==> src/rtl/parking_elevator_scheduler.sv <==
// Parking-lot elevator scheduler: queues park/retrieve jobs in a FIFO and runs them one at a time.
// Optional macro PARK_ELEV_HOME_RETURN_EN: an idle, empty-queue elevator drifts back to floor 0.
module parking_elevator_scheduler #(
   parameter int QDEPTH    = 4,
   parameter int TOP_FLOOR = 7
) (
   input  logic                      clock,
   input  logic                      reset,
   input  logic                      req_valid,
   output logic                      req_ready,
   input  logic                      req_dir,
   input  logic [15:0]               req_plate,
   input  logic [2:0]                req_floor,
   input  logic                      leakage,
   input  logic [2:0]                leakage_floor,
   output logic [2:0]                current_floor,
   output logic [15:0]               moving,
   output logic                      busy,
   output logic [$clog2(QDEPTH):0]   queue_count,
   output logic                      done_valid,
   output logic [15:0]               done_plate,
   output logic [2:0]                done_floor,
   output logic                      done_status
);

   localparam int PW = $clog2(QDEPTH);
   localparam int CW = PW + 1;
   localparam logic [CW-1:0] DEPTH_C = CW'(QDEPTH);
   localparam logic [PW-1:0] PTR_ONE = PW'(1);
   localparam logic [CW-1:0] CNT_ONE = CW'(1);
   localparam logic [3:0]    TOP_F   = 4'(TOP_FLOOR);

   typedef enum logic [2:0] {
      IDLE      = 3'd0,
      PICK_MOVE = 3'd1,
      LOAD      = 3'd2,
      DEST_MOVE = 3'd3,
      UNLOAD    = 3'd4
   } state_e;

   function automatic logic [2:0] step_toward(input logic [2:0] cur, input logic [2:0] goal);
      logic [2:0] nxt;
      if (goal > cur) begin
         nxt = cur + 3'd1;
      end else if (goal < cur) begin
         nxt = cur - 3'd1;
      end else begin
         nxt = cur;
      end
      return nxt;
   endfunction

   // A leak on floor 0 never blocks or aborts anything.
   function automatic logic leak_hit(input logic leak, input logic [2:0] leak_fl, input logic [2:0] fl);
      return leak && (leak_fl == fl) && (leak_fl != 3'd0);
   endfunction

   state_e            state_q, state_d;
   logic [19:0]       fifo_q [QDEPTH];
   logic [PW-1:0]     wr_ptr_q, wr_ptr_d, rd_ptr_q, rd_ptr_d;
   logic [CW-1:0]     count_q, count_d;
   logic              job_dir_q, job_dir_d;
   logic [15:0]       job_plate_q, job_plate_d;
   logic [2:0]        job_floor_q, job_floor_d;
   logic [2:0]        goal_q, goal_d;
   logic              abort_q, abort_d;
   logic [2:0]        cur_floor_q, cur_floor_d;
   logic [15:0]       moving_q, moving_d;
   logic              busy_q;
   logic              done_valid_q, done_valid_d;
   logic [15:0]       done_plate_q, done_plate_d;
   logic [2:0]        done_floor_q, done_floor_d;
   logic              done_status_q, done_status_d;

   logic              push_s, pop_s, reject_s, pick_abort_s, park_leak_s;
   logic [19:0]       head_s;
   logic              head_dir_s;
   logic [15:0]       head_plate_s;
   logic [2:0]        head_floor_s;
   logic [2:0]        dest_goal_s;

   assign req_ready    = (count_q < DEPTH_C);
   assign push_s       = req_valid && req_ready;
   assign pop_s        = (state_q == IDLE) && (count_q != '0);
   assign head_s       = fifo_q[rd_ptr_q];
   assign head_dir_s   = head_s[19];
   assign head_plate_s = head_s[18:3];
   assign head_floor_s = head_s[2:0];
   assign reject_s     = pop_s && ((head_floor_s == 3'd0) || ({1'b0, head_floor_s} > TOP_F) ||
                                   leak_hit(leakage, leakage_floor, head_floor_s));
   assign pick_abort_s = (state_q == PICK_MOVE) && job_dir_q &&
                         leak_hit(leakage, leakage_floor, job_floor_q);
   assign park_leak_s  = (state_q == DEST_MOVE) && !job_dir_q && !abort_q &&
                         leak_hit(leakage, leakage_floor, job_floor_q);
   assign dest_goal_s  = park_leak_s ? 3'd0 : goal_q;

   // FSM state register
   always_ff @(posedge clock or negedge reset) begin
      if (!reset) begin
         state_q <= IDLE;
      end else begin
         state_q <= state_d;
      end
   end

   // FSM next-state logic
   always_comb begin
      state_d = state_q;
      case (state_q)
         IDLE: begin
            if (pop_s && !reject_s) state_d = PICK_MOVE;
            else                    state_d = IDLE;
         end
         PICK_MOVE: begin
            if (pick_abort_s)                 state_d = IDLE;
            else if (cur_floor_q == goal_q)   state_d = LOAD;
            else                              state_d = PICK_MOVE;
         end
         LOAD:      state_d = DEST_MOVE;
         DEST_MOVE: begin
            if (cur_floor_q == dest_goal_s) state_d = UNLOAD;
            else                            state_d = DEST_MOVE;
         end
         UNLOAD:    state_d = IDLE;
         default:   state_d = IDLE;
      endcase
   end

   // FIFO pointer/occupancy next state
   always_comb begin
      wr_ptr_d = push_s ? wr_ptr_q + PTR_ONE : wr_ptr_q;
      rd_ptr_d = pop_s  ? rd_ptr_q + PTR_ONE : rd_ptr_q;
      case ({push_s, pop_s})
         2'b10:   count_d = count_q + CNT_ONE;
         2'b01:   count_d = count_q - CNT_ONE;
         default: count_d = count_q;
      endcase
   end

   // Job, motion and completion datapath (FSM output logic)
   always_comb begin
      job_dir_d     = job_dir_q;
      job_plate_d   = job_plate_q;
      job_floor_d   = job_floor_q;
      goal_d        = goal_q;
      abort_d       = abort_q;
      cur_floor_d   = cur_floor_q;
      moving_d      = moving_q;
      done_valid_d  = 1'b0;
      done_plate_d  = done_plate_q;
      done_floor_d  = done_floor_q;
      done_status_d = done_status_q;
      case (state_q)
         IDLE: begin
            if (pop_s) begin
               job_dir_d   = head_dir_s;
               job_plate_d = head_plate_s;
               job_floor_d = head_floor_s;
               goal_d      = head_dir_s ? head_floor_s : 3'd0;
               abort_d     = 1'b0;
               if (reject_s) begin
                  done_valid_d  = 1'b1;
                  done_plate_d  = head_plate_s;
                  done_floor_d  = cur_floor_q;
                  done_status_d = 1'b1;
               end else begin
                  done_valid_d  = 1'b0;
               end
            end else begin
`ifdef PARK_ELEV_HOME_RETURN_EN
               if (cur_floor_q != 3'd0) cur_floor_d = cur_floor_q - 3'd1;
               else                     cur_floor_d = cur_floor_q;
`else
               cur_floor_d = cur_floor_q;
`endif
            end
         end
         PICK_MOVE: begin
            if (pick_abort_s) begin
               done_valid_d  = 1'b1;
               done_plate_d  = job_plate_q;
               done_floor_d  = cur_floor_q;
               done_status_d = 1'b1;
            end else begin
               cur_floor_d = step_toward(cur_floor_q, goal_q);
            end
         end
         LOAD: begin
            moving_d = job_plate_q;
            goal_d   = job_dir_q ? 3'd0 : job_floor_q;
         end
         DEST_MOVE: begin
            // A leak at the park target turns the car around immediately.
            if (park_leak_s) begin
               goal_d  = 3'd0;
               abort_d = 1'b1;
            end else begin
               goal_d  = goal_q;
            end
            cur_floor_d = step_toward(cur_floor_q, dest_goal_s);
         end
         UNLOAD: begin
            moving_d      = 16'h0000;
            done_valid_d  = 1'b1;
            done_plate_d  = job_plate_q;
            done_floor_d  = cur_floor_q;
            done_status_d = abort_q;
         end
         default: begin
            moving_d = moving_q;
         end
      endcase
   end

   // Datapath and FIFO registers
   always_ff @(posedge clock or negedge reset) begin
      if (!reset) begin
         for (int i = 0; i < QDEPTH; i++) fifo_q[i] <= 20'h00000;
         wr_ptr_q      <= '0;
         rd_ptr_q      <= '0;
         count_q       <= '0;
         job_dir_q     <= 1'b0;
         job_plate_q   <= 16'h0000;
         job_floor_q   <= 3'd0;
         goal_q        <= 3'd0;
         abort_q       <= 1'b0;
         cur_floor_q   <= 3'd0;
         moving_q      <= 16'h0000;
         busy_q        <= 1'b0;
         done_valid_q  <= 1'b0;
         done_plate_q  <= 16'h0000;
         done_floor_q  <= 3'd0;
         done_status_q <= 1'b0;
      end else begin
         if (push_s) fifo_q[wr_ptr_q] <= {req_dir, req_plate, req_floor};
         wr_ptr_q      <= wr_ptr_d;
         rd_ptr_q      <= rd_ptr_d;
         count_q       <= count_d;
         job_dir_q     <= job_dir_d;
         job_plate_q   <= job_plate_d;
         job_floor_q   <= job_floor_d;
         goal_q        <= goal_d;
         abort_q       <= abort_d;
         cur_floor_q   <= cur_floor_d;
         moving_q      <= moving_d;
         busy_q        <= (state_d != IDLE);
         done_valid_q  <= done_valid_d;
         done_plate_q  <= done_plate_d;
         done_floor_q  <= done_floor_d;
         done_status_q <= done_status_d;
      end
   end

   assign current_floor = cur_floor_q;
   assign moving        = moving_q;
   assign busy          = busy_q;
   assign queue_count   = count_q;
   assign done_valid    = done_valid_q;
   assign done_plate    = done_plate_q;
   assign done_floor    = done_floor_q;
   assign done_status   = done_status_q;

endmodule

==> config.mk <==
export PLATFORM = sky130hd
export DESIGN_NAME = parking_elevator_scheduler
export DESIGN_NICKNAME = d
export VERILOG_FILES = /design/src/rtl/parking_elevator_scheduler.sv
export SDC_FILE = /design/constraint.sdc
export NUM_CORES = 1
export LEC_CHECK = 0
export ABC_AREA = 0
export ABC_CLOCK_PERIOD_IN_PS = 4920
export CORE_MARGIN = 2
export CORE_UTILIZATION = 40
export CTS_CLUSTER_DIAMETER = 100
export DETAILED_ROUTE_END_ITERATION = 12
export PLACE_DENSITY = 0.56
export SYNTH_ARGS = -nofsm -noshare
export SYNTH_HDL_FRONTEND = slang
export SYNTH_SLANG_ARGS = --single-unit
==> constraint.sdc <==
create_clock -name clock -period 4.92 [get_ports clock]
set_clock_uncertainty 0.2 [all_clocks]
set_input_delay 0.492 -clock clock [delete_from_list [all_inputs] [get_ports clock]]
set_output_delay 0.492 -clock clock [all_outputs]
set_load 0.01 [all_outputs]
==> results.json <==
{
  "status": "finished, final reports clean",
  "critPathKind": "flip-flop to flip-flop",
  "comb_power_share": 0.443,
  "gp_congestion": 0.799,
  "drt-vias-per-instance": 5.23,
  "routed_wl_mm": 14.6,
  "coreArea_mm2": 0.0174,
  "num_vias": 4127,
  "async_flop_share": 1.00,
  "cts_resized": 0,
  "drt_pass1_iterations": 4,
  "worst_pin_slew_ns": 1.11,
  "wire_per_inst_um": 18.5,
  "area_growth_pct": 20.7,
  "h-tree-depth": 4,
  "die_h_um": 138,
  "grt_setup_unrepaired": "false",
  "numClockSinks": 155,
  "port_buffers": 71,
  "grt_max_degree": 63,
  "grt_pass1_wl_mm": 23.4,
  "synthTopCellsByCount": "dfrtp_1 (155), mux2_2 (118), a22o_1 (32)",
  "fmax_ghz": 0.272,
  "setup_viol": 0,
  "fin_setup_tns_ns": 0,
  "path_max_fanout": 25,
  "rows": 48,
  "switching_power_mw": 2.11,
  "worst_hold_slack_ns": 0.299,
  "ys.flop_type": "dfrtp_1",
  "yosys.area.top_type": "dfrtp_1",
  "p_int_mw": 4.36,
  "cp-end-kind": "flip-flop",
  "synth-edff-count": 0,
  "cts_hold_repair.buffers": 1,
  "drt.antenna.violating_nets": 0,
  "cts_buffers": 17,
  "drv_cap": 0,
  "antenna_found_initial": 0,
  "dieWidth_um": 138,
  "syn-instance-count": 483,
  "yosysSeqAreaShare": 0.543,
  "fill_cells": 1495,
  "clockBufferDepth": 2,
  "slew_headroom": 0.259,
  "ys_types": 43,
  "startpoint_type": "flip-flop",
  "layout.area.seq_mm2": 0.00388,
  "route.detailed.drc": 0,
  "power.share.clock": 0.196,
  "start_util": 0.412,
  "drive_gt1_frac": 0.340,
  "grt_util_all_layers": 0.167,
  "grt_overflow": 0,
  "grt_pass1_vias": 4353,
  "n_antenna_cell": 0,
  "yosysMostFrequentCell": "dfrtp_1",
  "cts_setup_buffers": 0,
  "drt_iter0_drc": 180,
  "post-route-period-util": 0.748,
  "p_per_area_mw_per_mm2": 750,
  "synth_seq_cells": 155,
  "leakagePower_nw": 3.70,
  "tritoncts": "built",
  "place_hpwl_mm": 9.84,
  "period_minus_slack_ns": 3.68,
  "netlist.area_leader.share": 0.543,
  "peakVddDrop_v": 0.000316,
  "io_pins": 72,
  "path_clk_slew_ns": 0.06,
  "dieArea_mm2": 0.0190,
  "arrival_ns": 3.82,
  "clk_latency_ns": 0.42,
  "synth_area_per_cell_um2": 14.8,
  "multi_input_area_mm2": 0.00310,
  "hold_path.class": "flip-flop to flip-flop",
  "crit_required_ns": 5.06,
  "finalHoldViolations": 0,
  "synth_nets": 524,
  "netlist_area_mm2": 0.00715,
  "root_buffer": "clkbuf_16",
  "pwr-share-seq": 0.361,
  "swShare": 0.326,
  "drv_slew": 0,
  "fin_nets": 594,
  "yosys-top-cells-area": "dfrtp_1 (54%), mux2_2 (19%), mux4_2 (6.3%), a22o_1 (3.9%), mux2_4 (3.8%)",
  "yosys_warnings": 0
}
-- cell type report --
| class | instances | share of cell area |
|---|---|---|
| Tap cell | 225 | 0.0326 |
| Sequential cell | 155 | 0.450 |
| Inverter | 11 | 0.00479 |
| Clock inverter | 7 | 0.0106 |
| Clock buffer | 23 | 0.0554 |
| Timing Repair Buffer | 77 | 0.0880 |
| Multi-Input combinational cell | 291 | 0.359 |
-- metal layers --
metal,up-vias,global-route usage,routed length [µm]
met5,-,0,0
met4,0,0.0659,257
met3,20,0.0364,412
met2,64,0.263,6950
met1,2110,0.225,6940
li1,1933,-,-
-- registers in the layout (all words and copies together), names as in the netlist, 3 cells and up --
register / count
goal_q: 3
done_floor: 3
moving: 16
job_floor_q: 3
job_plate_q: 16
state_q: 3
done_plate: 16
queue_count: 3
fifo_q: 80
current_floor: 3
-- stage by stage --
step / total power, mW / cells / cell area, µm² / utilization / setup WS [ns]
4_1_cts: 6.55 / 789 / 8630 / 0.497 / 1.24
6_report: 6.47 / 789 / 8630 / 0.497 / 1.24
2_1_floorplan: 4.34 / 483 / 7150 / - / 1.92
3_5_place_dp: 5.26 / 758 / 8050 / 0.464 / 1.13
3_3_place_gp: 5.15 / 758 / 8050 / 0.464 / 1.28
5_1_grt: 6.91 / 789 / 8630 / 0.497 / 0.867
-- power groups by stage --
| stage | clock, mW | sequential [mW] | combinational (mW) |
|---|---|---|---|
| 2_1_floorplan | 0 | 2.28 | 2.06 |
| 3_3_place_gp | 0 | 2.32 | 2.83 |
| 3_5_place_dp | 0 | 2.36 | 2.90 |
| 4_1_cts | 1.29 | 2.34 | 2.91 |
| 5_1_grt | 1.35 | 2.43 | 3.13 |
| 6_report | 1.27 | 2.34 | 2.87 |
-- cells in the final DEF, fill, tap and decap left out, types with 4 or more instances in the layout --
master	n
dfrtp_1	155
mux2_2	118
clkdlybuf4s50_1	70
a22o_1	32
mux4_2	20
mux2_4	18
clkbuf_16	17
nand2_1	13
ha_1	13
inv_1	11
xnor2_1	9
nor2_1	7
xor2_1	6
a21oi_1	6
buf_4	5
nor2b_1	4
nand2b_1	4
nand3_1	4
o21ai_0	4
-- logic make-up after synthesis --
| kind of cell | after synthesis | share of synthesized area |
|---|---|---|
| and+or+nand+nor | 45 | 0.0324 |
| DFF | 155 | 0.543 |
| muxes | 157 | 0.288 |
| xor gates and xnor gates | 15 | 0.0184 |
| buffers and inverters | 37 | 0.0252 |
| AOI/OAI and AO/OA | 60 | 0.0677 |
| adders and majority gates | 14 | 0.0256 |
-- path summary, 6_finish.rpt --
kind / start / endpoint / slack (ns) / cells after the start
worst min-delay path: fifo_q[76] / fifo_q[76] / 0.30 / 1
min in group asynchronous: reset / busy / 0.41 / 2
worst max register to register: state_q[1] / current_floor[2] / 1.24 / 10
worst max-delay path: state_q[1] / current_floor[2] / 1.24 / 10
max in group asynchronous: reset / fifo_q[29] / 2.92 / 3
worst min register to register: fifo_q[76] / fifo_q[76] / 0.30 / 1
-- critical path, cell delays in order, from the launching register on --
cell	delay (ns)
dfrtp_1	0.89
nand2_1	0.32
nor4_1	0.62
nor2b_1	0.11
ha_1	0.37
nand3_1	0.13
a21boi_0	0.15
mux2i_1	0.24
mux2_2	0.37
nand2_1	0.08
xnor2_1	0.12
(Power assumes the default switching activity.)
